**src/rtl/jt10_adpcm_rdrom.sv**
```systemverilog
// ADPCM-A ROM reader: serves time-multiplexed per-channel nibble requests from a
// one-byte-per-channel cache, refilling it from sample ROM through a req/ok handshake.
module jt10_adpcm_rdrom #(
    parameter int CH     = 6,
    parameter int ROM_AW = 24
) (
    input  logic              clk,
    input  logic              rst_n,
    input  logic              cen,
    input  logic              slot_sync,
    input  logic [19:0]       addr,
    input  logic [3:0]        bank,
    input  logic              sel,
    input  logic              roe_n,
    output logic [ROM_AW-1:0] rom_addr,
    output logic              rom_cs,
    input  logic [7:0]        rom_data,
    input  logic              rom_ok,
    output logic [3:0]        dout,
    output logic [2:0]        dout_slot,
    output logic              dout_vld,
    output logic              miss
);

    typedef enum logic {
        S_IDLE = 1'b0,
        S_WAIT = 1'b1
    } state_t;

    state_t      r_state;
    state_t      w_nextState;

    logic [2:0]  r_slot;
    logic [2:0]  w_reqCh;
    logic [23:0] w_key;
    logic [23:0] w_keyNext;
    logic        w_lookup;
    logic        w_hit;
    logic        w_setPend;
    logic [23:0] w_newPadr;
    logic [7:0]  w_hitByte;

    logic [23:0] r_tag  [CH];
    logic [23:0] r_padr [CH];
    logic [7:0]  r_byte [CH];
    logic [CH-1:0] r_valid;
    logic [CH-1:0] r_pend;

    logic [2:0]  r_idx;
    logic [2:0]  r_rrPtr;
    logic [2:0]  w_pick;
    logic        w_anyPend;
    logic        w_start;
    logic        w_done;
    logic [23:0] r_romAddr;

    logic [3:0]  r_dout;
    logic [2:0]  r_doutSlot;
    logic        r_doutVld;
    logic        r_miss;

    assign w_reqCh   = slot_sync ? 3'd0 : r_slot;
    assign w_key     = {bank, addr};
    // Prefetch stays inside the bank: only the 20-bit address wraps.
    assign w_keyNext = {bank, addr + 20'd1};
    assign w_lookup  = cen & ~roe_n;
    assign w_hitByte = r_byte[w_reqCh];
    assign w_hit     = r_valid[w_reqCh] & (r_tag[w_reqCh] == w_key);
    assign w_setPend = w_lookup & (~w_hit | sel);
    assign w_newPadr = w_hit ? w_keyNext : w_key;

    always_comb begin
        w_pick    = r_rrPtr;
        w_anyPend = 1'b0;
        // Walk offsets downwards so the lowest offset from rr_ptr wins.
        for (int j = CH - 1; j >= 0; j--) begin
            int c;
            c = int'(r_rrPtr) + j;
            if (c >= CH) c = c - CH;
            if (r_pend[c]) begin
                w_pick    = 3'(c);
                w_anyPend = 1'b1;
            end
        end
    end

    always_ff @(posedge clk or negedge rst_n) begin
        if (!rst_n) r_state <= S_IDLE;
        else        r_state <= w_nextState;
    end

    always_comb begin
        w_nextState = r_state;
        w_start     = 1'b0;
        w_done      = 1'b0;
        case (r_state)
            S_IDLE: begin
                if (w_anyPend) begin
                    w_start     = 1'b1;
                    w_nextState = S_WAIT;
                end
            end
            S_WAIT: begin
                if (rom_ok) begin
                    w_done      = 1'b1;
                    w_nextState = S_IDLE;
                end
            end
            default: w_nextState = S_IDLE;
        endcase
    end

    always_ff @(posedge clk or negedge rst_n) begin
        if (!rst_n) begin
            r_idx     <= 3'd0;
            r_rrPtr   <= 3'd0;
            r_romAddr <= 24'd0;
        end else begin
            if (w_start) begin
                r_idx     <= w_pick;
                r_romAddr <= r_padr[w_pick];
            end
            if (w_done) begin
                r_rrPtr <= (r_idx == 3'(CH - 1)) ? 3'd0 : r_idx + 3'd1;
            end
        end
    end

    // A lookup update in the same clk as fetch completion overrides the pend clear.
    always_ff @(posedge clk or negedge rst_n) begin
        if (!rst_n) begin
            for (int i = 0; i < CH; i++) begin
                r_tag[i]  <= 24'd0;
                r_padr[i] <= 24'd0;
                r_byte[i] <= 8'd0;
            end
            r_valid <= '0;
            r_pend  <= '0;
        end else begin
            if (w_done) begin
                r_byte[r_idx]  <= rom_data;
                r_tag[r_idx]   <= r_romAddr;
                r_valid[r_idx] <= 1'b1;
                if (r_padr[r_idx] == r_romAddr) r_pend[r_idx] <= 1'b0;
            end
            if (w_setPend) begin
                r_padr[w_reqCh] <= w_newPadr;
                r_pend[w_reqCh] <= 1'b1;
            end
        end
    end

    always_ff @(posedge clk or negedge rst_n) begin
        if (!rst_n) begin
            r_slot     <= 3'd0;
            r_dout     <= 4'd0;
            r_doutSlot <= 3'd0;
            r_doutVld  <= 1'b0;
            r_miss     <= 1'b0;
        end else if (cen) begin
            if (slot_sync)                   r_slot <= 3'd1;
            else if (r_slot == 3'(CH - 1))   r_slot <= 3'd0;
            else                             r_slot <= r_slot + 3'd1;
            r_doutVld  <= 1'b1;
            r_doutSlot <= w_reqCh;
            r_miss     <= w_lookup & ~w_hit;
            if (w_lookup & w_hit) r_dout <= sel ? w_hitByte[3:0] : w_hitByte[7:4];
            else                  r_dout <= 4'd0;
        end else begin
            r_doutVld <= 1'b0;
            r_miss    <= 1'b0;
        end
    end

    assign rom_cs    = (r_state == S_WAIT);
    assign rom_addr  = ROM_AW'(r_romAddr);
    assign dout      = r_dout;
    assign dout_slot = r_doutSlot;
    assign dout_vld  = r_doutVld;
    assign miss      = r_miss;

endmodule

```
**config.mk**
```make
export PLATFORM = sky130hd
export DESIGN_NAME = jt10_adpcm_rdrom
export DESIGN_NICKNAME = d
export VERILOG_FILES = /design/src/rtl/jt10_adpcm_rdrom.sv
export SDC_FILE = /design/constraint.sdc
export NUM_CORES = 1
export LEC_CHECK = 0
export ABC_CLOCK_PERIOD_IN_PS = 8550
export CELL_PAD_IN_SITES_DETAIL_PLACEMENT = 0
export CELL_PAD_IN_SITES_GLOBAL_PLACEMENT = 2
export CORE_MARGIN = 2
export CORE_UTILIZATION = 35
export CTS_CLUSTER_SIZE = 40
export DETAILED_ROUTE_END_ITERATION = 10
export GPL_TIMING_DRIVEN = 0
export MAX_ROUTING_LAYER = met4
export PLACE_DENSITY = 0.8
export RECOVER_POWER = 25
export SLEW_MARGIN = 20
export SYNTH_ARGS = -nofsm -noshare
export SYNTH_HDL_FRONTEND = slang
export SYNTH_SLANG_ARGS = --single-unit
```
**constraint.sdc**
```tcl
create_clock -name clk -period 8.55 [get_ports clk]
set_clock_uncertainty 0.1 [all_clocks]
set_input_delay 0.855 -clock clk [delete_from_list [all_inputs] [get_ports clk]]
set_output_delay 0.855 -clock clk [all_outputs]
set_load 0.02 [all_outputs]
```
==> out/summary.md, run 1 <==
The run finished, with violations left. The final reports fail on capacitance limit, slew limit. The clock reaches the later pin of the worst-skew pair after 600 ps.

The post-route minimum period works out to 7770 ps. Counting every instance in the synthesized netlist gives 2,039. The via count was 17,800.

The tree is rooted in a clkbuf_16. The worst setup path is launched from a register. Using the TritonRoute via totals, the vias-per-cell ratio works out to 5.85.

The share of the Yosys chip area taken by registers is 44.3%. The post-route netlist has 20.6% of its cells at a drive strength greater than 1. The mean routed wirelength per cell was 27.1 um.

For this run, the number of Yosys warnings is 0. After clock tree synthesis, the setup repair step added 0 buffers. TritonCTS built the clock tree.

Start-to-end type of the worst setup path: reg -> reg. Buffers placed on the I/O ports in this run total 71. Setup repair after global routing left no endpoint under its margin. Maximum single-stage delay on the critical path: 840 ps.

The initial utilization of the core area, before any placement, comes to 35.2%. The first global-routing pass estimated 120,000 um of wire. Traced cell by cell, the critical path runs through buf_2, buf_2, clkinv_1, clkbuf_1, clkbuf_1, ha_1, clkbuf_1, inv_1, ha_1, a2111oi_0, o22ai_1, nand2b_1, mux2i_1, a2111oi_4, nor2_2, xnor2_1, clkbuf_1, or3_1, a31oi_1. The worst hold path belongs to the class reg -> reg. Standard cell with the maximum stage delay on the critical path: xnor2_1. The run gives 73 as the count of pins on the block boundary. The clock tree synthesis step divided the H-tree into 2 levels. Based on the critical path, the design can be clocked at up to 129 MHz.

The average cell area after synthesis is 10.8 sq um, and the weighted congestion reported at the end of routability-driven placement is 0.920. The pre-antenna-repair detailed-routing pass consisted of 6 iterations. The number of diodes is 0, and the max-slew headroom at the worst pin is -245%.

Leaving out fill and tap cells, the most frequent cells in the layout are 391 x dfrtp_1, 277 x mux2_2, 226 x nand2_1. Counting flops and latches in the post-synthesis netlist gives 391. Worst-path maximum fanout: 11. After the last flow step, the layout net total stands at 2,216. The accumulated negative setup slack was 0 ps; the count of unresolved DRC violations after routing was 0. For the initial DRC count, the log shows 1,813. Among all flip-flop cells after synthesis, the most frequent one is dfrtp_1. Summing all placed instances gives a cell area of 0.0240 sq mm. The routed design has 82,300 um of wire. The logs give 0.0627 sq mm for the placeable core region and 40.3% for the final design utilization.

Dividing the final minimum period by the clock period gives 90.8%. The post-cts gate resize count is 0. In this run the static leakage power is 10.8 nW. The area enclosed by the die boundary was 0.0652 sq mm. STA puts the critical path data required time at 8930 ps. The finished cells cover 0.0253 sq mm. From synthesis to final layout, the design area changed by 14.5%. Setup violations remaining at the end of the flow were counted as 0.

At the pin with the least slew margin, the transition time is 5180 ps. The final number of max-transition violations came out at 400. The worst setup path is captured at a register. The mapped netlist covers 0.0221 sq mm. The post-route antenna net violation count is 0, and the via count of the first global-routing pass is 17,700. For the maximum vdd ir drop, the log shows 243 uV.

The tools report the post-synthesis net count as 2,092. The most numerous cell type found on the critical path is clkbuf_1. The maximum number of pins on one net before global-route repair was 95. Counting flops with an async set or reset pin after synthesis yields a share of 100%. Power spread over the standard cell area amounts to 441 mW/mm^2. Hold repair after CTS inserted 0 buffers. The run gives 0 as the residual overflow from global routing. The post-detailed-placement half-perimeter wirelength was 58,300 um. After clock tree synthesis, the clock-pin slew on the worst setup and hold paths is 60 ps. The initial antenna violation count was 0; the x dimension of the die was 255 um.

The initialized floorplan defines 92 standard-cell rows. The distinct cell type count after synthesis is 79. The run gives 26.0% as the overall routing resource usage. The clock net sink count is 391, and the buffer levels on the longest clock path is 3. The tool flagged a number of max-cap violations equal to 5. The library cell used most frequently in the layout, excluding fill and tap cells, is dfrtp_1. Data arrives at the worst endpoint at 8150 ps.

In this run, synthesis inferred 0 flip-flops with an integrated enable. The clock buffer count from CTS was 43; the height of the die was 255 um. The tools report the hold violation count in the final report as 0.
-- registers in the layout, summed over array words and instances (netlist names) --
register and cells:
r_padr 144, r_tag 144, r_byte 48, rom_addr 24, r_pend 6, r_valid 6, dout 4, dout_slot 3
r_idx 3, r_rrPtr 3, r_slot 3, dout_vld 1, miss 1, rom_cs 1
-- logic make-up (layout without fill, tap and decap cells) --
family | Yosys count | in the layout | share of synthesized area, %
mux | 489 | 489 | 25.0
simple gates | 461 | 461 | 10.3
compound gates | 426 | 426 | 13.2
flops | 391 | 391 | 44.3
buf+inv | 198 | 353 | 4.06
xor+xnor | 60 | 60 | 2.48
fa+ha+maj | 14 | 14 | 0.793
-- through the flow --
step | power, mW | hold WS (ps) | std cells | worst slack (ps)
4_1_cts | 11.0 | 45.9 | 3040 | 823
3_3_place_gp | 9.03 | 351 | 2956 | -10810
3_5_place_dp | 9.13 | 352 | 2964 | 837
6_report | 11.2 | 379 | 3040 | 783
2_1_floorplan | 6.81 | 339 | 2039 | 3510
5_1_grt | 11.7 | 404 | 3040 | 214
-- where the power goes --
group / internal (mW) / switching, mW
clock network: 1.04 / 0.823
logic: 2.17 / 3.79
registers: 2.58 / 0.733
-- cells in the mapped netlist, types with 9 or more instances --
library cell	count	share of area, %
nand2b_1	11	0.31
nor2_1	54	0.92
and3_1	17	0.48
a311o_1	24	1.1
inv_1	44	0.75
ha_1	14	0.79
a2bb2oi_1	9	0.36
nor4_1	11	0.31
buf_6	12	0.61
clkbuf_1	107	1.8
a21oi_1	111	2.5
buf_1	11	0.19
mux2_4	40	2.7
a221oi_1	20	0.79
mux2_1	49	2.5
a31oi_1	49	1.4
o211ai_1	14	0.48
o22a_1	10	0.40
nand3_1	14	0.32
dfrtp_1	391	44
mux2_2	277	14
xnor2_1	47	1.9
o31ai_1	11	0.37
a211oi_1	32	1.1
mux2i_1	122	5.5
o21ai_0	73	1.7
nand2_1	226	3.8
or3_1	39	1.1
o22ai_1	17	0.48
xor2_1	10	0.40
nand4_1	26	0.74
a21o_1	9	0.31
buf_2	15	0.34
-- critical path: cells and delay by family (launching register included) --
family | cells | cell delay (ps)
buffers and inverters | 8 | 2900
AOI/OAI and AO/OA | 4 | 1660
xor gates and xnor gates | 1 | 840
adders and majority gates | 2 | 790
and+or+nand+nor | 3 | 670
DFF | 1 | 470
muxes | 1 | 210
-- final cells by class --
type	instances	area, sq um
tap	846	1060
inverter	49	184
timing repair buffer	79	749
sequential	391	9780
clock buffer	66	1290
buffer	149	713
clock inverter	10	87.6
multi-input combinational	1450	11400
fill	6000	37400
-- worst paths after layout --
check	cells past startpoint	slack (ps)	end	startpoint
min in group asynchronous	1	850	r_padr[119]	rst_n
worst max register to register	19	780	rom_addr[20]	r_rrPtr[0]
worst min register to register	1	380	r_valid[4]	r_valid[4]
worst min-delay path	1	380	r_valid[4]	r_valid[4]
worst max-delay path	19	780	rom_addr[20]	r_rrPtr[0]
max in group asynchronous	2	1550	r_slot[2]	rst_n
-- per-layer routing --
layer / wire [um] / track usage, % / up-vias
met5: 0 / - / -
met4: 2680 / 8.65 / 0
met3: 5770 / 4.55 / 176
met2: 36800 / 38.8 / 713
met1: 37100 / 35.6 / 9180
li1: - / - / 7715
Power figures use the tool's default switching activity.
==> inputs of run 2 (changes only) <==
CORE_ASPECT_RATIO = 2   (was unset)
GPL_TIMING_DRIVEN = unset   (was 0)
TNS_END_PERCENT = 1   (was unset)
==> run 2 against run 1 <==
Against the previous run:
- the run still ends with capacitance limit, slew limit left
- first-iteration DRC count shrank 27%
- count of clock-buffer cells in the layout decreased by 14
- setup slack improved by 1800 ps
- sequential share of layout area increased by 0.77 points
- worst hold slack worse by 87 ps
- highest routed layer unchanged
==> out/summary.md, run 2 (same netlist as run 1, synthesis figures left out) <==
The run gives 0 (unchanged) as the post-route antenna net violation count. The fraction of final layout cells with drive strength greater than 1 works out to 22.8% (was 20.6%). Start-to-end type of the worst setup path: in -> reg (was reg -> reg). The run gives 130 (was 92) as the floorplan row count. The area enclosed by the die boundary is 0.0653 sq mm (was 0.0652 sq mm). Residual overflow from global routing: 0 (unchanged). The tools report the overall routing resource usage as 24.4% (was 26.0%).

The capture point of the worst reg-to-reg path is rom_addr[9] (was rom_addr[20]). The tools report the buffers inserted during post-CTS setup optimization as 0 (unchanged). The area added between synthesis and finish was 12.4% (was 14.5%). The mean routed wirelength per cell came out at 27.1 um (about the same). Most common cell after layout, fill and taps aside: dfrtp_1 (unchanged). The height of the die came out at 359 um (was 255 um). The register share of total power came out at 31.2% (was 29.7%). The buffer type at the clock tree root is clkbuf_16 (unchanged). For the minimum setup slack among reg-to-reg paths, the log shows 2830 ps (was 780 ps). The tools report the number of search-and-repair iterations in the first detailed-routing pass as 7 (was 6).

Count of pins on the block boundary: 73 (unchanged). The tools report the kind of capture point of the worst setup path as a register (unchanged). The hold violation count in the final report is 0 (unchanged). The switching power share of the total is 47.3% (was 48.0%). The cell internal power dissipation is 5.79 mW (was 5.80 mW). The endpoint required time on the critical path is 8900 ps (was 8930 ps). The number of cells on the worst reg-to-reg path was 15 (was 19); the reported max-cap violation count was 3 (was 5). The worst-path maximum fanout works out to 17 (was 11). TritonCTS built the clock tree. The portion of total power attributed to the clock network was 16.2% (was 16.8%); the max-slew headroom at the worst pin was -183% (was -245%).

The logs give 77,700 um (was 82,300 um) for the total detailed-routing wirelength and 527 uV (was 243 uV) for the maximum vdd ir drop. The via count of the first global-routing pass was 17,700 (about the same). For the count of hold-fix buffers inserted at cts, the log shows 0 (unchanged). The reported net switching power is 5.19 mW (was 5.35 mW). The global-route wire length before repair was 116,000 um (was 120,000 um); the weighted congestion reported at the end of routability-driven placement was 0.881 (was 0.920). The tools report the clock latency on the worst-skew pair as 570 ps (was 600 ps).

The accumulated negative setup slack came out at 0 ps (unchanged). The tools report the startpoint of the lowest-slack register-to-register path as r_rrPtr[0] (unchanged). The tools report the post-layout net count as 2,103 (was 2,216). The post-detailed-placement half-perimeter wirelength came out at 53,000 um (was 58,300 um). The transition at the pin with the smallest max-transition slack was 4250 ps (was 5180 ps); the initial antenna violation count was 2 (was 0). The tools report the H-tree depth as 2 (unchanged). The final number of max-transition violations is 173 (was 400), and the maximum number of pins on one net before global-route repair is 118 (was 95).

The path type of the worst min-delay path was in -> async (was reg -> reg). The tools report the post-cts gate resize count as 0 (unchanged). Largest registers: r_padr x144, r_tag x144, r_byte x48 (unchanged). The count of input and output buffers is 72 (was 71), and the ratio of total power to cell area is 442 mW/mm^2 (was 441 mW/mm^2). The power consumption was 11.0 mW (was 11.2 mW). The share of total power in combinational logic is 52.5% (was 53.5%).

The clock net sink count was 391 (unchanged). The initial DRC count was 1,330 (was 1,813); the count of unresolved DRC violations after routing was 0 (unchanged). The fraction of the cycle the final worst path needs was 70.1% (was 90.8%); the number of fill cells was 6,015 (was 6,000).

The run finished, with violations left. The cell area after layout was 0.0248 sq mm (was 0.0253 sq mm). The CTS clock-pin slew for the worst setup and hold paths was 70 ps (was 60 ps). The run gives 0.0236 sq mm (was 0.0240 sq mm) as the area after detailed placement. Setup repair after global routing left no endpoint under its margin. The tools report the leakage power as 10.7 nW (was 10.8 nW). Top library cells by usage in the layout, fill and taps aside: 386 x dfrtp_1, 277 x mux2_2, 225 x nand2_1 (was 391 x dfrtp_1, 277 x mux2_2, 226 x nand2_1). The tools report the placeable core region as 0.0626 sq mm (was 0.0627 sq mm). The x dimension of the die was 182 um (was 255 um); the signal arrival time at the worst endpoint was 6350 ps (was 8150 ps). For the starting density of the core, the log shows 35.3% (was 35.2%). The nature of the critical path startpoint is an input port (was a register). The run gives 291 ps (was 379 ps) as the worst slack on hold paths. The via count is 17,100 (was 17,800), and the setup violation total in the final timing report is 0 (unchanged).

For the clock buffer count from CTS, the log shows 37 (was 43). The run gives 3 (unchanged) as the buffer levels on the longest clock path. The post-route minimum period works out to 5990 ps (was 7770 ps). The average via count per standard cell is 5.96 (was 5.85).

Violations in the final reports: capacitance limit, slew limit (unchanged). The tools report the top achievable clock speed as 167 MHz (was 129 MHz).
-- run 2: cell types whose count changed in the layout (fill, tap and decap cells not counted), sizes merged --
cell / previous run / this run
buf: 46 / 45
inv: 45 / 48
clkinv: 14 / 9
clkinvlp: 0 / 4
clkdlybuf4s50: 69 / 68
dlygate4sd3: 1 / 3
bufinv: 0 / 3
diode: 0 / 2
clkbuf: 178 / 57
-- run 2: how the worst max path moves through the flow --
stage,cells after the start,start,to,slack (ps)
after floorplan,19,r_rrPtr[0],rom_addr[4],3510
after global placement,11,slot_sync,r_padr[18],1960
after detailed placement,11,slot_sync,r_padr[22],1860
after CTS,11,slot_sync,r_padr[20],2420
after global routing,2,rst_n,r_idx[0],2010
final,13,slot_sync,r_padr[22],2560
-- run 2: area by class of cell --
type | instances | area [sq um] | share of cell area [%]
multi-input cells | 1450 | 11500 | 46.3
flip-flops and latches | 391 | 9800 | 39.4
clock buffers | 52 | 1100 | 4.45
repair buffers | 121 | 1080 | 4.36
well taps | 792 | 991 | 3.99
inverters | 49 | 184 | 0.740
clock inverters | 15 | 171 | 0.690
diodes | 2 | 5.00 | 0.0201
-- run 2: critical path, cell delays in order --
cell and delay [ps]:
dlygate4sd3_1 960, clkbuf_1 660, or3b_2 440, o22ai_1 140, o31ai_1 220, or4b_1 470
nor4_2 240, nor4b_4 490, buf_6 240, nand2_4 160, o211ai_4 730, buf_4 360
mux2_1 340
-- run 2: power groups by stage --
stage	Clock, mW	Sequential (mW)	Combinational, mW
after CTS	1.82	3.41	5.73
final	1.78	3.43	5.77
after global routing	1.88	3.51	6.09
after global placement	0	3.41	5.64
after detailed placement	0	3.44	5.70
after floorplan	0	3.09	3.73
-- run 2: through the flow --
| step | setup WS (ps) | utilization, % | std cells |
|---|---|---|---|
| floorplan | 3510 | - | 2039 |
| finish | 2560 | 39.7 | 2872 |
| global route | 2010 | 39.7 | 2872 |
| global placement | 1960 | 37.6 | 2802 |
| CTS | 2420 | 39.7 | 2869 |
| detailed placement | 1860 | 37.6 | 2802 |
-- run 2: per-layer routing --
metal / routed length (um) / GRT usage (%)
met4: 5890 / 16.2
met3: 3090 / 2.22
met2: 41000 / 43.4
met1: 27800 / 25.6
met5: 0 / -
==> inputs of run 3 (changes only) <==
ABC_CLOCK_PERIOD_IN_PS = 6100   (was 8550)
clock period = 6.1 ns   (was 8.55 ns; I/O delays follow)
==> run 3 against run 2 <==
Against the previous run:
- the run still ends with capacitance limit, slew limit left
- count of clock-buffer cells in the layout increased by 5
- via count decreased by 0.44%
- register-to-register slack got worse by 1700 ps
- non-clock buffer count increased by 18
- clock power increased by 40%
- sequential power increased by 38%
- die area unchanged
- critical path depth unchanged
- critical path type is now reg -> reg
- highest routed layer unchanged
- cell area increased by 1.0%
- sequential share of layout area decreased by 0.39 points
- largest power group unchanged
- first-iteration DRC count increased by 2.6%
==> out/summary.md, run 3 (same netlist as run 1, synthesis figures left out) <==
Setup repair after global routing left no endpoint under its margin. The tools report the nature of the critical path startpoint as a register (was an input port). The tools report the area enclosed by the die boundary as 0.0653 sq mm (unchanged). The via count is 17,000 (was 17,100). The hold violation count in the final report came out at 0 (unchanged).

The most common cell after layout, fill and taps aside is dfrtp_1 (unchanged). Average via count per standard cell: 5.89 (was 5.96). The number of cells traversed by the worst hold path was 1; the signal arrival time at the worst endpoint was 5390 ps (was 6350 ps). The reported max-cap violation count is 1 (was 3). For the final design utilization, the log shows 40.1% (was 39.7%). The global-route wire length before repair is 114,000 um (was 116,000 um), and the residual overflow from global routing is 0 (unchanged). The tools report the kind of capture point of the worst setup path as a register (unchanged).

For the clock buffer count from CTS, the log shows 37 (unchanged). Buffer type at the clock tree root: clkbuf_16 (unchanged). The logs give 23.9% (was 24.4%) for the overall routing resource usage and 6480 ps (was 8900 ps) for the endpoint required time on the critical path.

The post-route antenna net violation count came out at 0 (unchanged). Capture point of the worst path: rom_addr[3] (was r_padr[22]). The starting density of the core was 35.3% (unchanged).

The initial antenna violation count is 3 (was 2), and the worst slack on hold paths is 377 ps (was 291 ps). Start-to-end type of the worst setup path: reg -> reg (was in -> reg). The buffer levels on the longest clock path is 3 (unchanged).

The number of fill cells was 6,052 (was 6,015); the accumulated negative setup slack was 0 ps (unchanged). Subtracting the final worst setup slack from the clock period gives 5020 ps. The worst-path maximum fanout is 18 (was 17). The H-tree depth was 2 (unchanged). TritonCTS built the clock tree. The run gives 391 (unchanged) as the clock net sink count.

The area after detailed placement came out at 0.0238 sq mm (was 0.0236 sq mm). The placeable core region came out at 0.0626 sq mm (unchanged). The number of cells on the worst reg-to-reg path works out to 13 (was 15). For the via count of the first global-routing pass, the log shows 17,700 (about the same). The path type of the worst min-delay path is reg -> reg (was in -> async).

The count of hold-fix buffers inserted at cts was 0 (unchanged). The run finished, with violations left. Clock latency on the worst-skew pair: 560 ps (was 570 ps).

The initial DRC count is 1,365 (was 1,330). The setup violation total in the final timing report was 0 (unchanged); the area added between synthesis and finish was 13.5% (was 12.4%). The post-detailed-placement half-perimeter wirelength was 51,700 um (was 53,000 um).

Largest registers: r_padr x144, r_tag x144, r_byte x48 (unchanged). The worst path uses 82.2% of the clock period. Count of input and output buffers: 72 (unchanged).

The transition at the pin with the smallest max-transition slack is 3170 ps (was 4250 ps), and the floorplan row count is 130 (unchanged). The multi-input logic area was 0.0115 sq mm (about the same); the count of unresolved DRC violations after routing was 0 (unchanged). The fraction of final layout cells with drive strength greater than 1 is 23.4% (was 22.8%), and the buffers inserted during post-CTS setup optimization is 0 (unchanged).

The maximum vdd ir drop was 812 uV (was 527 uV). Top library cells by usage in the layout, fill and taps aside: 386 x dfrtp_1, 277 x mux2_2, 225 x nand2_1 (unchanged). Violations in the final reports: capacitance limit, slew limit (unchanged). For the final number of max-transition violations, the log shows 113 (was 173). The height of the die was 359 um (unchanged).

The cell area after layout was 0.0251 sq mm (was 0.0248 sq mm). The tools report the startpoint of the lowest-slack register-to-register path as r_rrPtr[0] (unchanged). The CTS clock-pin slew for the worst setup and hold paths was 70 ps (about the same); the leakage power was 10.8 nW (was 10.7 nW). For the post-layout net count, the log shows 2,121 (was 2,103).

Weighted congestion reported at the end of routability-driven placement: 0.859 (was 0.881). The maximum number of pins on one net before global-route repair came out at 125 (was 118). Timing startpoint of the critical path: r_rrPtr[0] (was slot_sync). The capture point of the worst reg-to-reg path was rom_addr[3] (was rom_addr[9]). The max-slew headroom at the worst pin was -111% (was -183%); the top achievable clock speed was 199 MHz.

The total detailed-routing wirelength came out at 76,300 um (was 77,700 um). Mean routed wirelength per cell: 26.4 um (was 27.1 um). The x dimension of the die was 182 um (unchanged).

The logs give 0.00980 sq mm (unchanged) for the area taken by flip-flops and latches and 6 (was 7) for the number of search-and-repair iterations in the first detailed-routing pass. The post-cts gate resize count was 0 (unchanged). The ratio of total power to cell area was 614 mW/mm^2 (was 442 mW/mm^2); the minimum setup slack among reg-to-reg paths was 1080 ps (was 2830 ps).

The count of pins on the block boundary is 73 (unchanged).
[run 3: cell types whose count changed in the layout (fill, tap and decap cells not counted), sizes merged]
cell | before | now
buf | 45 | 67
clkinvlp | 4 | 1
clkdlybuf4s50 | 68 | 70
dlygate4sd3 | 3 | 1
inv | 48 | 46
bufinv | 3 | 4
clkbuf | 57 | 58
clkinv | 9 | 8
diode | 2 | 3
[run 3: through the flow]
step                      setup slack (ps)  instances  power [mW]
final                                 1080       2891        15.4
after CTS                             1110       2888        15.4
after detailed placement               932       2821        12.9
after global placement                 911       2821        12.7
after floorplan                       1060       2039        9.55
after global routing                   728       2891        16.2
[run 3: final cells by class]
cell class	instances	area share (%)
diodes	3	0.0299
well taps	792	3.95
clock buffers	57	4.48
multi-input cells	1450	45.8
flip-flops and latches	391	39.0
clock inverters	10	0.623
repair buffers	139	5.31
inverters	49	0.733
[run 3: routing by layer]
layer | vias up | track usage, % | share of wire (%)
met2 | 557 | 42.7 | 53
met1 | 8739 | 25.2 | 37
li1 | 7508 | - | -
met5 | - | - | 0
met4 | 0 | 14.9 | 6.7
met3 | 238 | 2.03 | 3.9
[run 3: critical path: stages, from the launching register on]
cell	delay (ps)
dfrtp_4	590
inv_2	190
ha_1	580
inv_1	220
ha_1	250
a211o_1	290
a21oi_1	210
xnor2_1	190
mux2i_1	660
nor3_1	170
a41oi_2	860
buf_4	320
nor2_1	90
a31oi_1	170
[run 3: power by group]
part | internal [mW] | leakage, nW | switching, mW
Sequential | 3.62 | 4.82 | 1.12
Clock | 1.44 | 0.627 | 1.06
Combinational | 3.17 | 5.36 | 4.98
[run 3: worst min-delay path by stage]
stage / from / to / slack, ps
3_3_place_gp: r_valid[4] / r_valid[4] / 350
2_1_floorplan: rst_n / dout[0] / 210
6_report: r_valid[5] / r_valid[5] / 380
4_1_cts: rst_n / r_valid[5] / 70
3_5_place_dp: r_valid[4] / r_valid[4] / 350
5_1_grt: r_valid[5] / r_valid[5] / 400
